`src/rtl/key_ctrl_pkg.sv`:
```
// key_ctrl_pkg: event and FSM types shared by the key controller.
// Optional feature macro: KEY_CTRL_REPEAT_EN (adds the auto-repeat state).
package key_ctrl_pkg;

  typedef enum logic [1:0] {
    EVT_PRESS   = 2'b00,
    EVT_REPEAT  = 2'b01,
    EVT_RELEASE = 2'b10
  } evt_type_e;

  typedef enum logic [1:0] {
    ST_IDLE     = 2'd0,
    ST_HOLD     = 2'd1,
    ST_WAIT_OUT = 2'd2
`ifdef KEY_CTRL_REPEAT_EN
    ,
    ST_REPEAT   = 2'd3
`endif
  } state_e;

  function automatic int maxOf(input int a, input int b);
    return (a > b) ? a : b;
  endfunction

endpackage

```
`src/rtl/key_filter.sv`:
```
// key_filter: one key channel, a two-flop synchroniser followed by a
// debounce filter that only changes level after DEB_CYCLES consecutive
// samples disagreeing with the current level.
module key_filter #(
  parameter int DEB_CYCLES = 4
) (
  input  logic clk,
  input  logic rst,
  input  logic raw_i,
  output logic level_o
);

  localparam int CW = $clog2(DEB_CYCLES);

  logic          syncMeta_q;
  logic          syncOut_q;
  logic          level_q;
  logic [CW-1:0] count_q;

  // Bring the asynchronous key level into the clock domain.
  always_ff @(posedge clk or posedge rst) begin
    if (rst) begin
      syncMeta_q <= 1'b0;
      syncOut_q  <= 1'b0;
    end else begin
      syncMeta_q <= raw_i;
      syncOut_q  <= syncMeta_q;
    end
  end

  // Count disagreeing samples; any agreeing sample restarts the count.
  always_ff @(posedge clk or posedge rst) begin
    if (rst) begin
      level_q <= 1'b0;
      count_q <= '0;
    end else if (syncOut_q == level_q) begin
      count_q <= '0;
    end else if (count_q == CW'(DEB_CYCLES - 1)) begin
      level_q <= syncOut_q;
      count_q <= '0;
    end else begin
      count_q <= count_q + 1'b1;
    end
  end

  assign level_o = level_q;

endmodule

```
`src/rtl/key_ctrl.sv`:
```
// key_ctrl: debounced multi-key controller producing PRESS / REPEAT /
// RELEASE events through a one-entry valid/ready output buffer.
// Optional feature macro: KEY_CTRL_REPEAT_EN enables the auto-repeat
// timer, the REPEAT state and the evt_drop pulse.
module key_ctrl
  import key_ctrl_pkg::*;
#(
  parameter int NUM_KEYS      = 4,
  parameter int DEB_CYCLES    = 4,
  parameter int HOLD_CYCLES   = 20,
  parameter int REPEAT_CYCLES = 8
) (
  input  logic                        clk,
  input  logic                        rst,
  input  logic [NUM_KEYS-1:0]         key_in,
  output logic                        evt_valid,
  input  logic                        evt_ready,
  output logic [$clog2(NUM_KEYS)-1:0] evt_key,
  output logic [1:0]                  evt_type,
  output logic                        evt_drop,
  output logic                        busy
);

  localparam int KW = $clog2(NUM_KEYS);

  logic [NUM_KEYS-1:0] level;

  for (genvar g = 0; g < NUM_KEYS; g++) begin : gFilter
    key_filter #(.DEB_CYCLES(DEB_CYCLES)) uFilter (
      .clk    (clk),
      .rst    (rst),
      .raw_i  (key_in[g]),
      .level_o(level[g])
    );
  end

  state_e    state_q, state_d;
  logic [KW-1:0] activeKey_q, activeKey_d;
  evt_type_e pendType_q, pendType_d;
  logic      evtValid_q;
  logic [KW-1:0] evtKey_q;
  evt_type_e evtType_q;

  logic      canLoad;
  logic      activeLevel;
  logic [KW-1:0] lowestKey;
  logic      push;
  evt_type_e pushType;
  logic      releaseReq;

`ifdef KEY_CTRL_REPEAT_EN
  localparam int TW = $clog2(maxOf(HOLD_CYCLES, REPEAT_CYCLES));
  logic [TW-1:0] timer_q, timer_d;
  logic          repeatReq;
  logic          drop_d;
  logic          evtDrop_q;
`else
  logic unusedCfg;
  assign unusedCfg = (HOLD_CYCLES != REPEAT_CYCLES);
`endif

  // Pick the lowest-numbered key whose debounced level is high.
  always_comb begin
    lowestKey = '0;
    for (int i = NUM_KEYS - 1; i >= 0; i--) begin
      if (level[i]) lowestKey = KW'(i);
    end
  end

  assign canLoad     = !evtValid_q || evt_ready;
  assign activeLevel = level[activeKey_q];

  // Next-state logic: decide which event to enqueue and where to go.
  always_comb begin
    state_d     = state_q;
    activeKey_d = activeKey_q;
    pendType_d  = pendType_q;
    push        = 1'b0;
    pushType    = EVT_PRESS;
    releaseReq  = 1'b0;
`ifdef KEY_CTRL_REPEAT_EN
    timer_d     = timer_q;
    repeatReq   = 1'b0;
    drop_d      = 1'b0;
`endif
    case (state_q)
      ST_IDLE: begin
`ifdef KEY_CTRL_REPEAT_EN
        timer_d = '0;
`endif
        if (|level) begin
          activeKey_d = lowestKey;
          if (canLoad) begin
            push     = 1'b1;
            pushType = EVT_PRESS;
            state_d  = ST_HOLD;
          end else begin
            pendType_d = EVT_PRESS;
            state_d    = ST_WAIT_OUT;
          end
        end
      end
      ST_HOLD: begin
        if (!activeLevel) begin
          releaseReq = 1'b1;
        end
`ifdef KEY_CTRL_REPEAT_EN
        else if (timer_q == TW'(HOLD_CYCLES - 1)) begin
          repeatReq = 1'b1;
        end else begin
          timer_d = timer_q + 1'b1;
        end
`endif
      end
`ifdef KEY_CTRL_REPEAT_EN
      ST_REPEAT: begin
        if (!activeLevel) begin
          releaseReq = 1'b1;
        end else if (timer_q == TW'(REPEAT_CYCLES - 1)) begin
          repeatReq = 1'b1;
        end else begin
          timer_d = timer_q + 1'b1;
        end
      end
`endif
      ST_WAIT_OUT: begin
`ifdef KEY_CTRL_REPEAT_EN
        timer_d = '0;
`endif
        if (canLoad) begin
          push     = 1'b1;
          pushType = pendType_q;
          state_d  = (pendType_q == EVT_RELEASE) ? ST_IDLE : ST_HOLD;
        end
      end
      default: state_d = ST_IDLE;
    endcase

    if (releaseReq) begin
      if (canLoad) begin
        push     = 1'b1;
        pushType = EVT_RELEASE;
        state_d  = ST_IDLE;
      end else begin
        pendType_d = EVT_RELEASE;
        state_d    = ST_WAIT_OUT;
      end
    end

`ifdef KEY_CTRL_REPEAT_EN
    if (repeatReq) begin
      timer_d = '0;
      state_d = ST_REPEAT;
      if (canLoad) begin
        push     = 1'b1;
        pushType = EVT_REPEAT;
      end else begin
        drop_d = 1'b1;
      end
    end
`endif
  end

  // FSM state, latched key and pending event type.
  always_ff @(posedge clk or posedge rst) begin
    if (rst) begin
      state_q     <= ST_IDLE;
      activeKey_q <= '0;
      pendType_q  <= EVT_PRESS;
    end else begin
      state_q     <= state_d;
      activeKey_q <= activeKey_d;
      pendType_q  <= pendType_d;
    end
  end

  // One-entry output buffer; a new event may load while the old one drains.
  always_ff @(posedge clk or posedge rst) begin
    if (rst) begin
      evtValid_q <= 1'b0;
      evtKey_q   <= '0;
      evtType_q  <= EVT_PRESS;
    end else if (push) begin
      evtValid_q <= 1'b1;
      evtKey_q   <= activeKey_d;
      evtType_q  <= pushType;
    end else if (evt_ready) begin
      evtValid_q <= 1'b0;
    end
  end

`ifdef KEY_CTRL_REPEAT_EN
  // Repeat timer and the one-cycle drop indication.
  always_ff @(posedge clk or posedge rst) begin
    if (rst) begin
      timer_q   <= '0;
      evtDrop_q <= 1'b0;
    end else begin
      timer_q   <= timer_d;
      evtDrop_q <= drop_d;
    end
  end

  assign evt_drop = evtDrop_q;
`else
  assign evt_drop = 1'b0;
`endif

  assign evt_valid = evtValid_q;
  assign evt_key   = evtKey_q;
  assign evt_type  = evtType_q;
  assign busy      = (state_q != ST_IDLE);

endmodule

```
`config.mk`:
```
export PLATFORM = sky130hd
export DESIGN_NAME = key_ctrl
export DESIGN_NICKNAME = d
export VERILOG_FILES = /design/src/rtl/key_ctrl_pkg.sv /design/src/rtl/key_filter.sv /design/src/rtl/key_ctrl.sv
export SDC_FILE = /design/constraint.sdc
export NUM_CORES = 1
export LEC_CHECK = 0
export CAP_MARGIN = 40
export CORE_ASPECT_RATIO = 1.75
export CORE_MARGIN = 5
export CORE_UTILIZATION = 30
export DETAILED_ROUTE_END_ITERATION = 6
export DONT_BUFFER_PORTS = 1
export GPL_TIMING_DRIVEN = 0
export PLACE_DENSITY = 0.52
export SYNTH_ARGS = -nofsm -noshare
export SYNTH_HDL_FRONTEND = slang
export SYNTH_HIERARCHICAL = 1
export SYNTH_SLANG_ARGS = --single-unit
export TNS_END_PERCENT = 10
```
`constraint.sdc`:
```
create_clock -name clk -period 1.7 [get_ports clk]
set_clock_uncertainty 0.15 [all_clocks]
set_input_delay 0.34 -clock clk [delete_from_list [all_inputs] [get_ports clk]]
set_output_delay 0.34 -clock clk [all_outputs]
set_load 0.01 [all_outputs]
```
; Word level (Yosys, flattened, before mapping)
; Index checks and enable logic that the tools add are counted.
[totals]
regBits = 31
latch_bits = 0
ram_bits = 0
romBits = 0
in_bits = 7
out_inout_bits = 7
elab_cells = 96
memories = 0
[op_classes]
n_addsub = 4
multipliers = 0
div = 0
n_lt_le_gt_ge = 1
n_eq_ne = 14
shift = 0
mux = 40
n_bitwise = 4
reduce_logical = 11
[ops]
columns = operator, n
row1 = two-way mux 2 bit, 27
row2 = == test 2 bit (second input constant), 6
row3 = two-way mux 1 bit, 10
row4 = adder 2 x 1 -> 2 bit (second input constant), 4
row5 = AND reduction 2 bit, 4
row6 = != test 3 bit (second input constant), 2
row7 = case mux 2 bit (3 select lines), 1
row8 = == test 1 bit, 4
row9 = NOT 1 bit, 4
row10 = nonzero test 2 bit, 2
row11 = OR reduction 4 bit, 1
row12 = < comparator 2 x 3 -> 1 bit (second input constant), 1
row13 = AND reduction 3 bit, 1
row14 = binary-select mux 1 bit (select 2 bit), 1
row15 = == test 2 x 1 -> 1 bit (second input constant), 1
row16 = zero test 2 bit, 1
row17 = != test 2 bit (second input constant), 1
row18 = case mux 1 bit (2 select lines), 1
row19 = zero test 1 bit, 1
row20 = logical OR 1 bit, 1

; Logic depth before layout (Yosys ltp)
; Gate-level depths: netlist of the first run.
[depth]
ltp_word = 8
mapped_depth = 6
ltp_nobuf = 5

; Hierarchy
; Netlist of the first run, hierarchy kept.
[modules_own_cells]
columns = module, n_inst, cells_per_inst, area_per_inst_um2, seq_area_each_um2
row1 = key_filter, 4, 11, 177.7, 125.1
row2 = key_ctrl, 1, 54, 564.3, 275.3

; Least setup slack after synthesis of the first run
; Ideal clock, no wire load.
[synth_timing]
path_kind = flip-flop to flip-flop
startpoint = register gFilter[3].uFilter.level_q
endpoint = register evtKey_q[0] (netlist: evt_key[0])
setup_time_ps = 125
t_arrival_ps = 1492
t_required_ps = 1425
setup_slack_ps = -67
path_stages_with_launch = 5
path_buffers = 0
synth_period_minus_slack_ps = 1767
cell_sequence = dfrtp_1 mux4_2 o21ai_2 o311ai_2 mux2_2
[synth_between]
elab_chain_len = 6
word_cells_on_any_way = 15
classes_between = mux: 14 / reduce/logical: 1
[synth_lines]
columns = item, line
row1 = from (decl), key_filter.sv:17  ; logic level_q;
row2 = from (signal assigned), key_filter.sv:39  ; level_q <= syncOut_q;
row3 = two-way mux 2 bit (4 in series), key_ctrl.sv:66  ; if (level[i]) lowestKey = KW'(i);
row4 = two-way mux 2 bit, key_ctrl.sv:91  ; if (|level) begin
row5 = two-way mux 2 bit, key_ctrl.sv:86  ; case (state_q)
row6 = to (signal assigned), key_ctrl.sv:185  ; evtKey_q <= activeKey_d;
row7 = to (decl), key_ctrl.sv:41  ; logic [KW-1:0] evtKey_q;
; Several ways; a longest one is shown, not always the timed one. The select of a mux whose other input is x is not followed.
; A chain may end at the register's enable or synchronous reset.

; Worst setup path after layout of the first run
[layout_timing]
startpoint = register gFilter[3].uFilter.level_q
endpoint = register evtKey_q[1] (netlist: evt_key[1])
; The elaborated chain is that of the path after synthesis.

==> results of run 1 <==
-- timing repair --
item | in CTS | in global routing
hold buffers | 5 | 0
buffers inserted | 6 | 0
pin swaps | 1 | 0
endpoints found under the setup margin | 5 | 6
gates resized for setup | 4 | 1
hold endpoints to repair | 35 | 0
-- state kept, by name, summed over array words and instances (netlist names), named ones only --
signal / flops
gFilter.uFilter/syncOut_q: 4
evt_key: 2
state_q: 2
gFilter.uFilter/syncMeta_q: 4
gFilter.uFilter/count_q: 8
activeKey_q: 2
evt_type: 2
gFilter.uFilter/level_o: 4
evt_valid: 1
-- routing by layer --
metal	global-route usage (%)	up-vias	wire length, microns
met2	15.5	32	1170
li1	-	373	-
met3	4.03	6	176
met4	5.48	0	55
met5	0	-	0
met1	9.38	411	807
-- per-stage QoR --
step	setup WS [ps]	util, %
floorplan	-66.8	-
global placement	-179	32.2
detailed placement	-217	32.2
CTS	-175	37.1
global route	-210	37.1
finish	-168	37.1
-- worst min-delay path by stage --
| stage | endpoint | slack [ps] |
|---|---|---|
| after global routing | gFilter[2].uFilter/syncOut_q$_DFF_PP0_ | 220 |
| final | gFilter[2].uFilter/syncOut_q$_DFF_PP0_ | 200 |
| after floorplan | gFilter[0].uFilter/count_q[0]$_DFF_PP0_ | -30 |
| after global placement | gFilter[3].uFilter/syncOut_q$_DFF_PP0_ | -20 |
| after detailed placement | gFilter[2].uFilter/syncMeta_q$_DFF_PP0_ | -20 |
| after CTS | gFilter[2].uFilter/syncOut_q$_DFF_PP0_ | 200 |
-- layout make-up --
class / instances / area, sq um
clock inverter: 3 / 20.0
tap: 49 / 61.3
fill: 390 / 2610
buffer: 3 / 22.5
multi-input combinational: 56 / 464
clock buffer: 5 / 68.8
timing repair buffer: 11 / 95.1
sequential: 31 / 779
inverter: 8 / 30.0
-- cells by family (layout without fill, tap and decap cells) --
group / Yosys count / after routing / synth area share (%)
compound gates: 16 / 16 / 10.0
xor+xnor: 4 / 4 / 2.75
fa+ha+maj: 4 / 4 / 3.93
buf+inv: 11 / 30 / 4.12
flops: 31 / 31 / 60.8
mux: 7 / 7 / 7.07
other cells: 1 / 1 / 0.294
simple gates: 24 / 24 / 11.0
-- Yosys cell counts, drive strengths merged (2+ instances only) --
| cell type | n |
|---|---|
| a21oi | 3 |
| ha | 4 |
| inv | 8 |
| nand2b | 2 |
| nand2 | 3 |
| and2 | 2 |
| nor2 | 7 |
| buf | 2 |
| nor2b | 4 |
| o41ai | 2 |
| nor3 | 4 |
| dfrtp | 31 |
| mux2 | 6 |
| o21ai | 4 |
| xnor2 | 4 |
-- critical path: stages, from the launching register on --
cell,delay [ps]
dfrtp_2,440
mux4_2,540
o21ai_4,180
o311ai_4,150
mux2_2,300
-- power by group --
group | leakage, nW | switching, mW | internal [mW]
registers | 0.378 | 0.219 | 0.986
logic | 0.276 | 0.506 | 0.525
clock network | 0.0402 | 0.281 | 0.284
==> results.sh, run 1 <==
export IMPL_worstSetupPathType="flip-flop to flip-flop"
export IMPL_dieHeight_microns=96.2
export IMPL_cp_endpoint="evt_key[1]$_DFFE_PP0P_"
export IMPL_grt_pass1_wl_microns=3860
export IMPL_rsz0062_at_grt="yes"
export IMPL_fin_hold_ws_ps=199
export IMPL_synth_top_cell_area_share_pct=60.8
export IMPL_grt_max_degree=12
export IMPL_dr_pass1_iters=7
export IMPL_synthCells=98
export IMPL_power_total_mw=2.80
export IMPL_r2r_start="gFilter[3].uFilter/level_o$_DFFE_PP0P_"
export IMPL_ys_flop_type="dfrtp_1"
export IMPL_maxCapViolations=0
export IMPL_grt_usage_pct=9.31
export IMPL_syn_area_sq_um=1270
export IMPL_insertion_delay_ps=280
export IMPL_layout_commonest_cell="dfrtp_1"
export IMPL_setup_worst_path_start_class="flip-flop"
export IMPL_antenna_found_initial=0
export IMPL_r2r_end="evt_key[1]$_DFFE_PP0P_"
export IMPL_synth_cell_types=30
export IMPL_wl_per_cell_microns=13.3
export IMPL_finalSetupViolations=4
export IMPL_die_w_microns=59.3
export IMPL_synth_edff_count=0
export IMPL_cts_buffer_depth=2
export IMPL_ios=14
export IMPL_num_vias=822
export IMPL_powerDensity_nw_per_um2=1820
export IMPL_cts_tree="built"
export IMPL_max_freq_mhz=535
export IMPL_leakage_nw=0.694
export IMPL_vias_per_cell=4.95
export IMPL_r2r_cells=4
export IMPL_period_share_pct=110
export IMPL_violations="setup timing"
export IMPL_yosysSeqAreaShare_pct=60.8
export IMPL_fin_setup_tns_ps=-519
export IMPL_rows=31
export IMPL_io_buffers=0
export IMPL_routed_wl_microns=2210
export IMPL_synth_yosys_warnings=6
export IMPL_slew_viol_final=0
export IMPL_min_delay_path_depth=0
export IMPL_synthTopCellsByArea="dfrtp_1 61%, mux2_2 5.3%, ha_1 3.9%"
export IMPL_ant_nets=0
export IMPL_cts_buffers_inserted=5
export IMPL_max_vdd_ir_drop_mv=0.793
export IMPL_ys_seq_elements=31
export IMPL_grt_pass1_vias=860
export IMPL_cp_data_arrival_time_ps=1890
export IMPL_final_nets=127
export IMPL_avgSynthCellArea_sq_um=13.0
export IMPL_crit_path_start="gFilter[3].uFilter/level_o$_DFFE_PP0P_"
export IMPL_synth_async_reset_ratio_pct=100
export IMPL_synth_top_cell_by_area="dfrtp_1"
export IMPL_drive_gt1_share_pct=28.2
export IMPL_dp_hpwl_microns=1590
export IMPL_cp_end_kind="flip-flop"
export IMPL_finalNonFillerCells=166
export IMPL_fp_coreArea_sq_um=4150
export IMPL_dp_cells=147
export IMPL_antennaDiodeCount=0
export IMPL_grt_overflow=0
export IMPL_clock_sinks=31
export IMPL_path_clk_slew_ps=70
export IMPL_final_cell_area_sq_um=1540
export IMPL_place_area_sq_um=1340
export IMPL_gp_congestion=0.673
export IMPL_path_max_fanout=5
export IMPL_syn_num_nets=109
export IMPL_outcome="finished with violations"
export IMPL_rrSetupSlack_ps=-170
export IMPL_fin_ws_ps=-168
export IMPL_drt_initial_drc_count=20
export IMPL_cts_max_level=2
export IMPL_cts_root_buf="clkbuf_8"
export IMPL_period_needed_ps=1870
export IMPL_drc=0
export IMPL_hold_class="flip-flop to flip-flop"
export IMPL_cp_required_ps=1720
export IMPL_layout_common_cells="28 x dfrtp_1, 8 x inv_1, 7 x nor2_1, 7 x buf_4, 6 x mux2_2"
export IMPL_synthToLayoutAreaGrowth_pct=20.9
export IMPL_start_util_pct=30.7
export IMPL_hold_start="gFilter[2].uFilter/syncMeta_q$_DFF_PP0_"
export IMPL_dieArea_sq_um=5710
export IMPL_finalHoldViolations=0
Note: power is estimated with default switching activity, not from simulation.
==> run 2, diff against run 1 <==
--- a/config.mk
+++ b/config.mk
@@ -12,7 +12,7 @@
 export DETAILED_ROUTE_END_ITERATION = 6
 export DONT_BUFFER_PORTS = 1
 export GPL_TIMING_DRIVEN = 0
-export PLACE_DENSITY = 0.52
+export PLACE_DENSITY = 0.51
 export SYNTH_ARGS = -nofsm -noshare
 export SYNTH_HDL_FRONTEND = slang
 export SYNTH_HIERARCHICAL = 1
==> constraint.sdc (replaced) <==
create_clock -name clk -period 2.4 [get_ports clk]
set_clock_uncertainty 0.15 [all_clocks]
set_input_delay 0.48 -clock clk [delete_from_list [all_inputs] [get_ports clk]]
set_output_delay 0.48 -clock clk [all_outputs]
set_load 0.01 [all_outputs]
==> run 2 against run 1 <==
The run now ends clean. Fmax down 3.3%. Sequential share of layout area up 3.1 points. Non-clock buffer count is 10 lower. Final area decreased by 6.2%. Critical path depth is the same. Clock power is 22% lower. Clock-buffer cell count rose by 3. Largest power group unchanged.
==> results.sh, run 2 (synthesis results as in run 1) <==
export IMPL_largest_reg_flops=8
export IMPL_setup_worst_path_start_class="flip-flop"
export IMPL_num_vias=736
export IMPL_drt_initial_drc_count=16
export IMPL_powerDensity_nw_per_um2=1310
export IMPL_finalSetupViolations=0
export IMPL_cts_root_buf="clkbuf_8"
export IMPL_cts_max_level=2
export IMPL_fp_coreArea_sq_um=4150
export IMPL_start_util_pct=30.7
export IMPL_layout_common_cells="31 x dfrtp_1, 8 x inv_1, 7 x nor2_1, 7 x clkbuf_8, 6 x mux2_2"
export IMPL_internal_power_mw=1.25
export IMPL_clock_sinks=31
export IMPL_dieArea_sq_um=5710
export IMPL_cp_end_kind="flip-flop"
export IMPL_grt_overflow=0
export IMPL_grt_max_degree=12
export IMPL_grt_pass1_wl_microns=3620
export IMPL_max_vdd_ir_drop_mv=0.547
export IMPL_nFillCells=414
export IMPL_drc=0
export IMPL_hold_class="input port to flip-flop"
export IMPL_dieHeight_microns=96.2
export IMPL_ios=14
export IMPL_layout_commonest_cell="dfrtp_1"
export IMPL_rows=31
export IMPL_cp_data_arrival_time_ps=1940
export IMPL_dp_slack_ps=466
export IMPL_ant_nets=0
export IMPL_power_switching_mw=0.646
export IMPL_cts_tree="built"
export IMPL_synthToLayoutAreaGrowth_pct=13.4
export IMPL_period_share_pct=80.5
export IMPL_cts_buffers_inserted=5
export IMPL_final_nets=117
export IMPL_period_needed_ps=1930
export IMPL_multi_input_area_sq_um=447
export IMPL_leakage_nw=0.658
export IMPL_clockPowerShare_pct=23.1
export IMPL_combPwrFrac_pct=31.8
export IMPL_routed_wl_microns=2100
export IMPL_switching_share_pct=34.1
export IMPL_wl_per_cell_microns=13.5
export IMPL_r2r_cells=4
export IMPL_slew_viol_final=0
export IMPL_top_register="gFilter.uFilter/count_q"
export IMPL_fin_setup_tns_ps=0
export IMPL_io_buffers=0
export IMPL_path_max_fanout=6
export IMPL_seqPwrFrac_pct=45.1
export IMPL_dp_cells=147
export IMPL_antenna_found_initial=0
export IMPL_drive_gt1_share_pct=21.5
export IMPL_post_cts_buffers=0
export IMPL_min_delay_path_depth=0
export IMPL_gp_congestion=0.774
export IMPL_finalHoldViolations=0
export IMPL_worstSetupPathType="flip-flop to flip-flop"
export IMPL_finalNonFillerCells=156
export IMPL_regArea_sq_um=776
export IMPL_rsz0062_at_grt="no"
export IMPL_power_total_mw=1.90
export IMPL_antennaDiodeCount=0
export IMPL_die_w_microns=59.3
export IMPL_dr_pass1_iters=4
export IMPL_outcome="finished, final reports clean"
export IMPL_max_freq_mhz=518
export IMPL_cts_buffer_depth=2
export IMPL_path_clk_slew_ps=60
export IMPL_insertion_delay_ps=280
export IMPL_cp_required_ps=2410
export IMPL_vias_per_cell=4.72
export IMPL_grt_usage_pct=8.91
export IMPL_grt_pass1_vias=785
export IMPL_dp_hpwl_microns=1640
export IMPL_fin_ws_ps=468
export IMPL_maxCapViolations=0
-- run 2: cell count changes in the layout (fill, tap and decap cells not counted), sizes merged --
cell	previous run	this run
buf	8	2
dlygate4sd3	5	1
clkinvlp	2	0
clkbuf	6	9
clkinv	1	0
-- run 2: repair_timing --
action / in CTS / in global routing
gates resized for setup: 0 / 0
endpoints found under the setup margin: 0 / 0
endpoints found under the hold margin: 31 / 0
hold buffers: 1 / 0
-- run 2: layout make-up --
type                       count  share of cell area, %
buffer                         3                   1.56
clock buffer                   8                   6.92
inverter                       8                   2.08
multi-input combinational     56                   30.9
sequential                    31                   53.6
tap                           49                   4.24
timing repair buffer           1                  0.692
-- run 2: metrics by stage --
step / utilization [%] / cell area [sq um] / hold WS, ps
floorplan: - / 1270 / 109
global placement: 32.2 / 1340 / 123
detailed placement: 32.2 / 1340 / 125
CTS: 34.9 / 1450 / 66.4
global route: 34.9 / 1450 / 59.0
finish: 34.9 / 1450 / 78.3
-- run 2: path summary, 6_finish.rpt --
kind | start | to | slack (ps)
max | gFilter[3].uFilter/level_o$_DFFE_PP0P_ | evt_key[0]$_DFFE_PP0P_ | 470
min | key_in[0] | gFilter[0].uFilter/syncMeta_q$_DFF_PP0_ | 80
max reg2reg | gFilter[3].uFilter/level_o$_DFFE_PP0P_ | evt_key[0]$_DFFE_PP0P_ | 470
min reg2reg | gFilter[3].uFilter/syncMeta_q$_DFF_PP0_ | gFilter[3].uFilter/syncOut_q$_DFF_PP0_ | 200
max in group asynchronous | rst | evt_valid$_DFFE_PP0P_ | 1200
min in group asynchronous | rst | gFilter[1].uFilter/count_q[1]$_DFF_PP0_ | 490
-- run 2: worst max-delay path: stages (launching register included) --
cell	delay (ps)
dfrtp_1	440
mux4_2	540
o21ai_2	170
o311ai_2	200
mux2_2	320
-- run 2: routing by layer --
layer | share of wire (%) | up-vias | wire length, microns | track usage (%)
li1 | - | 349 | - | -
met1 | 39 | 366 | 824 | 9.17
met2 | 51 | 15 | 1080 | 13.9
met3 | 5.3 | 6 | 112 | 3.09
met4 | 4.2 | 0 | 88 | 7.94
met5 | 0 | - | 0 | 0
-- run 2: power groups by stage --
stage          logic, mW  registers, mW  clock network (mW)
2_1_floorplan      0.506          0.825                   0
3_3_place_gp       0.586          0.858                   0
3_5_place_dp       0.614          0.866                   0
4_1_cts            0.616          0.857               0.455
5_1_grt            0.680          0.881               0.477
6_report           0.603          0.854               0.438
